[config.mk]
export PLATFORM = sky130hd
export DESIGN_NAME = demux_6_bit_reg_flat
export DESIGN_NICKNAME = d
export VERILOG_FILES = /design/src/rtl/demux_6_bit_reg_if.sv /design/src/rtl/demux_6_bit_reg.sv /design/src/flat_wrapper.sv
export SDC_FILE = /design/constraint.sdc
export NUM_CORES = 1
export LEC_CHECK = 0
export CORE_MARGIN = 3
export CORE_UTILIZATION = 52
export CTS_CLUSTER_DIAMETER = 30
export DETAILED_ROUTE_END_ITERATION = 8
export HOLD_SLACK_MARGIN = 0.06
export PLACE_DENSITY = 0.83
export SLEW_MARGIN = 10
export SYNTH_ARGS = -nofsm -noshare
export SYNTH_HDL_FRONTEND = slang
export SYNTH_SLANG_ARGS = --single-unit
[constraint.sdc]
create_clock -name clk -period 6.4 [get_ports clk]
set_input_delay 1.6 -clock clk [delete_from_list [all_inputs] [get_ports clk]]
set_output_delay 1.6 -clock clk [all_outputs]
set_load 0.1 [all_outputs]
[src/rtl/demux_6_bit_reg_if.sv]
// Bit-write / word-release bus for demux_6_bit_reg.
// Optional feature macro: DEMUX_AUTO_INC_EN adds the wr_auto strobe qualifier.
interface demux_6_bit_reg_if;
  logic        wr_en;
  logic [5:0]  wr_addr;
  logic        wr_bit;
  logic        commit;
  logic        wr_ready;
  logic        word_valid;
  logic        word_ready;
  logic [63:0] word_data;
  logic [63:0] written_mask;
`ifdef DEMUX_AUTO_INC_EN
  logic        wr_auto;

  // Producer/consumer side
  modport master (
    output wr_en, wr_addr, wr_bit, commit, word_ready, wr_auto,
    input  wr_ready, word_valid, word_data, written_mask
  );

  // Word assembler side
  modport slave (
    input  wr_en, wr_addr, wr_bit, commit, word_ready, wr_auto,
    output wr_ready, word_valid, word_data, written_mask
  );
`else
  // Producer/consumer side
  modport master (
    output wr_en, wr_addr, wr_bit, commit, word_ready,
    input  wr_ready, word_valid, word_data, written_mask
  );

  // Word assembler side
  modport slave (
    input  wr_en, wr_addr, wr_bit, commit, word_ready,
    output wr_ready, word_valid, word_data, written_mask
  );
`endif
endinterface

[src/rtl/demux_6_bit_reg.sv]
// Scatters single bits into a 64-bit word at a 6-bit index, tracks written
// positions, and releases the word over valid/ready when complete or committed.
// Optional feature macro: DEMUX_AUTO_INC_EN (auto-incrementing write pointer).
module demux_6_bit_reg #(
  parameter logic FILL_VAL = 1'b0
) (
  input  logic              clk,
  input  logic              reset,
  demux_6_bit_reg_if.slave  bus
);

  localparam int unsigned ADDR_W = 6;
  localparam int unsigned WORD_W = 64;

  typedef enum logic {
    ST_FILL = 1'b0,
    ST_HOLD = 1'b1
  } state_e;

  state_e              state_q, state_d;
  logic [WORD_W-1:0]   data_q, data_d;
  logic [WORD_W-1:0]   mask_q, mask_d;
  logic [ADDR_W-1:0]   wr_idx_c;
`ifdef DEMUX_AUTO_INC_EN
  logic [ADDR_W-1:0]   ptr_q, ptr_d;
`endif

  // Next-state: accept writes/commit in FILL, wait for consumer in HOLD
  always_comb begin
    state_d  = state_q;
    data_d   = data_q;
    mask_d   = mask_q;
    wr_idx_c = bus.wr_addr;
`ifdef DEMUX_AUTO_INC_EN
    ptr_d    = ptr_q;
    if (bus.wr_auto) begin
      wr_idx_c = ptr_q;
    end
`endif
    case (state_q)
      ST_FILL: begin
        if (bus.wr_en) begin
          data_d[wr_idx_c] = bus.wr_bit;
          mask_d[wr_idx_c] = 1'b1;
`ifdef DEMUX_AUTO_INC_EN
          if (bus.wr_auto) begin
            ptr_d = ptr_q + ADDR_W'(1);
          end
`endif
        end
        // Completion includes this cycle's write, so a write+commit keeps the bit
        if (bus.commit || (&mask_d)) begin
          state_d = ST_HOLD;
        end
      end
      ST_HOLD: begin
        if (bus.word_ready) begin
          state_d = ST_FILL;
          data_d  = {WORD_W{FILL_VAL}};
          mask_d  = '0;
`ifdef DEMUX_AUTO_INC_EN
          ptr_d   = '0;
`endif
        end
      end
      default: begin
        state_d = ST_FILL;
      end
    endcase
  end

  // State registers with synchronous reset; reset drops any held word
  always_ff @(posedge clk) begin
    if (reset) begin
      state_q <= ST_FILL;
      data_q  <= {WORD_W{FILL_VAL}};
      mask_q  <= '0;
`ifdef DEMUX_AUTO_INC_EN
      ptr_q   <= '0;
`endif
    end else begin
      state_q <= state_d;
      data_q  <= data_d;
      mask_q  <= mask_d;
`ifdef DEMUX_AUTO_INC_EN
      ptr_q   <= ptr_d;
`endif
    end
  end

  assign bus.wr_ready     = (state_q == ST_FILL);
  assign bus.word_valid   = (state_q == ST_HOLD);
  assign bus.word_data    = data_q;
  assign bus.written_mask = mask_q;

endmodule

[src/flat_wrapper.sv]
// flat-port wrapper written by rule: the top's interface ports become plain ports
module demux_6_bit_reg_flat 
#(
  parameter logic FILL_VAL = 1'b0
)
  (clk, reset, bus_wr_en, bus_wr_addr, bus_wr_bit, bus_commit, bus_word_ready, bus_wr_ready, bus_word_valid, bus_word_data, bus_written_mask);
  demux_6_bit_reg_if bus_i ();
  input  logic clk;
  input  logic reset;
  input wire logic [$bits(bus_i.wr_en)-1:0] bus_wr_en;
  input wire logic [$bits(bus_i.wr_addr)-1:0] bus_wr_addr;
  input wire logic [$bits(bus_i.wr_bit)-1:0] bus_wr_bit;
  input wire logic [$bits(bus_i.commit)-1:0] bus_commit;
  input wire logic [$bits(bus_i.word_ready)-1:0] bus_word_ready;
  output wire logic [$bits(bus_i.wr_ready)-1:0] bus_wr_ready;
  output wire logic [$bits(bus_i.word_valid)-1:0] bus_word_valid;
  output wire logic [$bits(bus_i.word_data)-1:0] bus_word_data;
  output wire logic [$bits(bus_i.written_mask)-1:0] bus_written_mask;
  assign bus_i.wr_en = bus_wr_en;
  assign bus_i.wr_addr = bus_wr_addr;
  assign bus_i.wr_bit = bus_wr_bit;
  assign bus_i.commit = bus_commit;
  assign bus_i.word_ready = bus_word_ready;
  assign bus_wr_ready = bus_i.wr_ready;
  assign bus_word_valid = bus_i.word_valid;
  assign bus_word_data = bus_i.word_data;
  assign bus_written_mask = bus_i.written_mask;
  demux_6_bit_reg #(.FILL_VAL(FILL_VAL)) u_core (.clk(clk), .reset(reset), .bus(bus_i));
endmodule
==> results.json <==
{
  "area_delta_synth_final_pct": 36.0,
  "ys_warn_count": 0,
  "syn_area_mm2": 0.00523,
  "drive_gt1_frac": 0.0595,
  "finalCritPeriodShare": 0.674,
  "p_leak_nw": 2.30,
  "fin_tns_setup_ns": 0,
  "clock.fmax_mhz": 232,
  "grt_first_pass_wirelength_um": 28200,
  "io_pins": 142,
  "synthCells": 649,
  "hold_buffers": 0,
  "synth_nets": 661,
  "die_x_um": 106,
  "clk_path_buf_depth": 2,
  "vias_per_cell": 6.22,
  "n_antenna_cell": 0,
  "overflow": 0,
  "worstPathCellList": "clkdlybuf4s50_1 > nor3_2 > a21oi_1 > nor4_1 > nand4_1 > or4_1 > a21oi_1",
  "end_kind": "register",
  "ir_worst_vdd_uv": 245,
  "antenna_found_initial": 0,
  "dp_hpwl_um": 12100,
  "power.total_w": 0.00190,
  "crit_path_frequent_cell": "a21oi_1",
  "instances_no_fill": 902,
  "final_cell_mix": "192 x a21oi_1, 145 x nor2_1, 141 x clkdlybuf4s50_1",
  "critPathTopFamily": "simple AND/OR/NAND/NOR gates",
  "p_per_area_mw_per_mm2": 267,
  "ys_ff_latch": 129,
  "core_mm2": 0.00950,
  "rsz0062_at_grt": "no",
  "maxSlewViolCount": 0,
  "grt_pass1_vias": 5172,
  "crit_buf_inv": 1,
  "fin_worst_skew_ns": 0.0131,
  "max_slew.worst_pin.slew_ns": 1.21,
  "crit_path_start_kind": "input pin",
  "dp_cells": 869,
  "status": "finished clean",
  "root_buffer": "clkbuf_8",
  "cp.required_ns": 6.84,
  "hold_viol": 0,
  "post_synth.cell_area_avg_um2": 8.06,
  "cts_tree": "built",
  "grt_max_degree": 130,
  "routed_wl_um": 18400,
  "ant_nets": 0,
  "routabilityCongestion": 0.931,
  "cts_setup_buffers": 0,
  "layout.nets": 772,
  "drc": 0,
  "hp-class": "reg -> reg",
  "clk_pin_slew_ns": 0.07,
  "rows": 35,
  "ctsHtreeMaxLevel": 4,
  "fin_crit_ns": 4.31,
  "whs_ns": 0.520,
  "ys_seq_area_frac": 0.494,
  "slowest_stage": "nor3_2",
  "path_class": "in -> reg",
  "arrival_ns": 4.76,
  "cap_violations": 0,
  "ys_types": 36,
  "setup_viol": 0,
  "layout.cells.most_common": "a21oi_1",
  "cts.sinks": 129,
  "fp.dieH_um": 106,
  "cp_slowest_stage_delay_ns": 1.09,
  "dieArea_mm2": 0.0113,
  "cts_buffers": 17,
  "insertion_delay_ns": 0.52,
  "drtPass1Iterations": 6,
  "start_util": 0.550,
  "port_buffers": 141,
  "vias": 5613,
  "wire_per_inst_um": 20.4,
  "drtIter0Drc": 614,
  "max-slew-margin-rel": 0.191,
  "critPathMaxFanout": 16,
  "grt_use_total": 0.320,
  "ctsResizeCount": 0
}
==> sequential cells by signal, summed over array words and instances, names as in the netlist <==
register,flops
u_core.bus.word_data,64
u_core.bus.written_mask,64
u_core.bus.word_valid,1
==> layer usage <==
metal	global-route usage	vias to the layer above	routed length, um
met1	0.423	2648	7240
met2	0.495	409	8700
met4	0.135	0	503
met5	0	-	0
li1	-	2496	-
met3	0.0826	60	2000
==> metrics by stage <==
step	worst slack, ns	util	instance area (um2)
floorplan	3.04	-	5230
global placement	1.84	0.686	6520
detailed placement	1.72	0.686	6520
CTS	2.19	0.746	7090
global route	1.93	0.749	7120
finish	2.09	0.749	7120
==> final cells by class <==
type | count | area, um2
sequential | 129 | 2580
fill | 707 | 2390
multi-input combinational | 468 | 2350
timing repair buffer | 143 | 1450
clock buffer | 18 | 428
tap | 129 | 161
clock inverter | 14 | 143
inverter | 1 | 3.75
==> logic make-up after synthesis <==
logic type	share of synthesized area
and+or+nand+nor	0.258
AOI/OAI and AO/OA	0.187
DFF	0.494
buffers and inverters	0.0593
muxes	0.00191
==> tightest hold or removal path: stages, from the launching register on <==
cell and delay, ns:
dfxtp_1 0.31, a21oi_1 0.11, nor3_1 0.06
==> worst paths after layout <==
check                                              from  slack (ns)                                     to  cells after the start
setup reg to reg       u_core.bus.word_valid$_SDFF_PP0_        3.92  u_core.bus.word_data[21]$_SDFFE_PP0P_                      5
hold reg to reg   u_core.bus.word_data[60]$_SDFFE_PP0P_        0.52  u_core.bus.word_data[60]$_SDFFE_PP0P_                      2
setup / recovery                         bus_wr_addr[1]        2.09       u_core.bus.word_valid$_SDFF_PP0_                      7
hold / removal    u_core.bus.word_data[60]$_SDFFE_PP0P_        0.52  u_core.bus.word_data[60]$_SDFFE_PP0P_                      2
==> cells in the mapped netlist, drive strengths merged <==
library cell | count | area share
a21o | 1 | 0.0014
a21oi | 193 | 0.19
and3 | 1 | 0.0012
and3b | 3 | 0.0050
and4 | 1 | 0.0017
and4b | 3 | 0.0057
and4bb | 2 | 0.0048
buf | 29 | 0.042
clkbuf | 22 | 0.016
dfxtp | 129 | 0.49
inv | 1 | 0.00072
mux2i | 1 | 0.0019
nand2 | 8 | 0.0057
nand2b | 3 | 0.0036
nand3 | 3 | 0.0029
nand3b | 3 | 0.0043
nand4 | 4 | 0.0048
nor2 | 145 | 0.10
nor2b | 2 | 0.0024
nor3 | 68 | 0.066
nor3b | 4 | 0.012
nor4 | 16 | 0.020
nor4b | 1 | 0.0045
nor4bb | 1 | 0.0019
or2 | 1 | 0.0012
or3 | 1 | 0.0012
or3b | 2 | 0.0033
or4 | 1 | 0.0014
==> power breakdown <==
part	total (W)	switching, W	leakage [nW]	internal, W
Combinational	0.000152	0.000119	0.983	0.0000335
Clock	0.000938	0.000399	0.277	0.000538
Sequential	0.000814	0.00000618	1.04	0.000808
No activity file was read; power rests on OpenSTA's default activity.
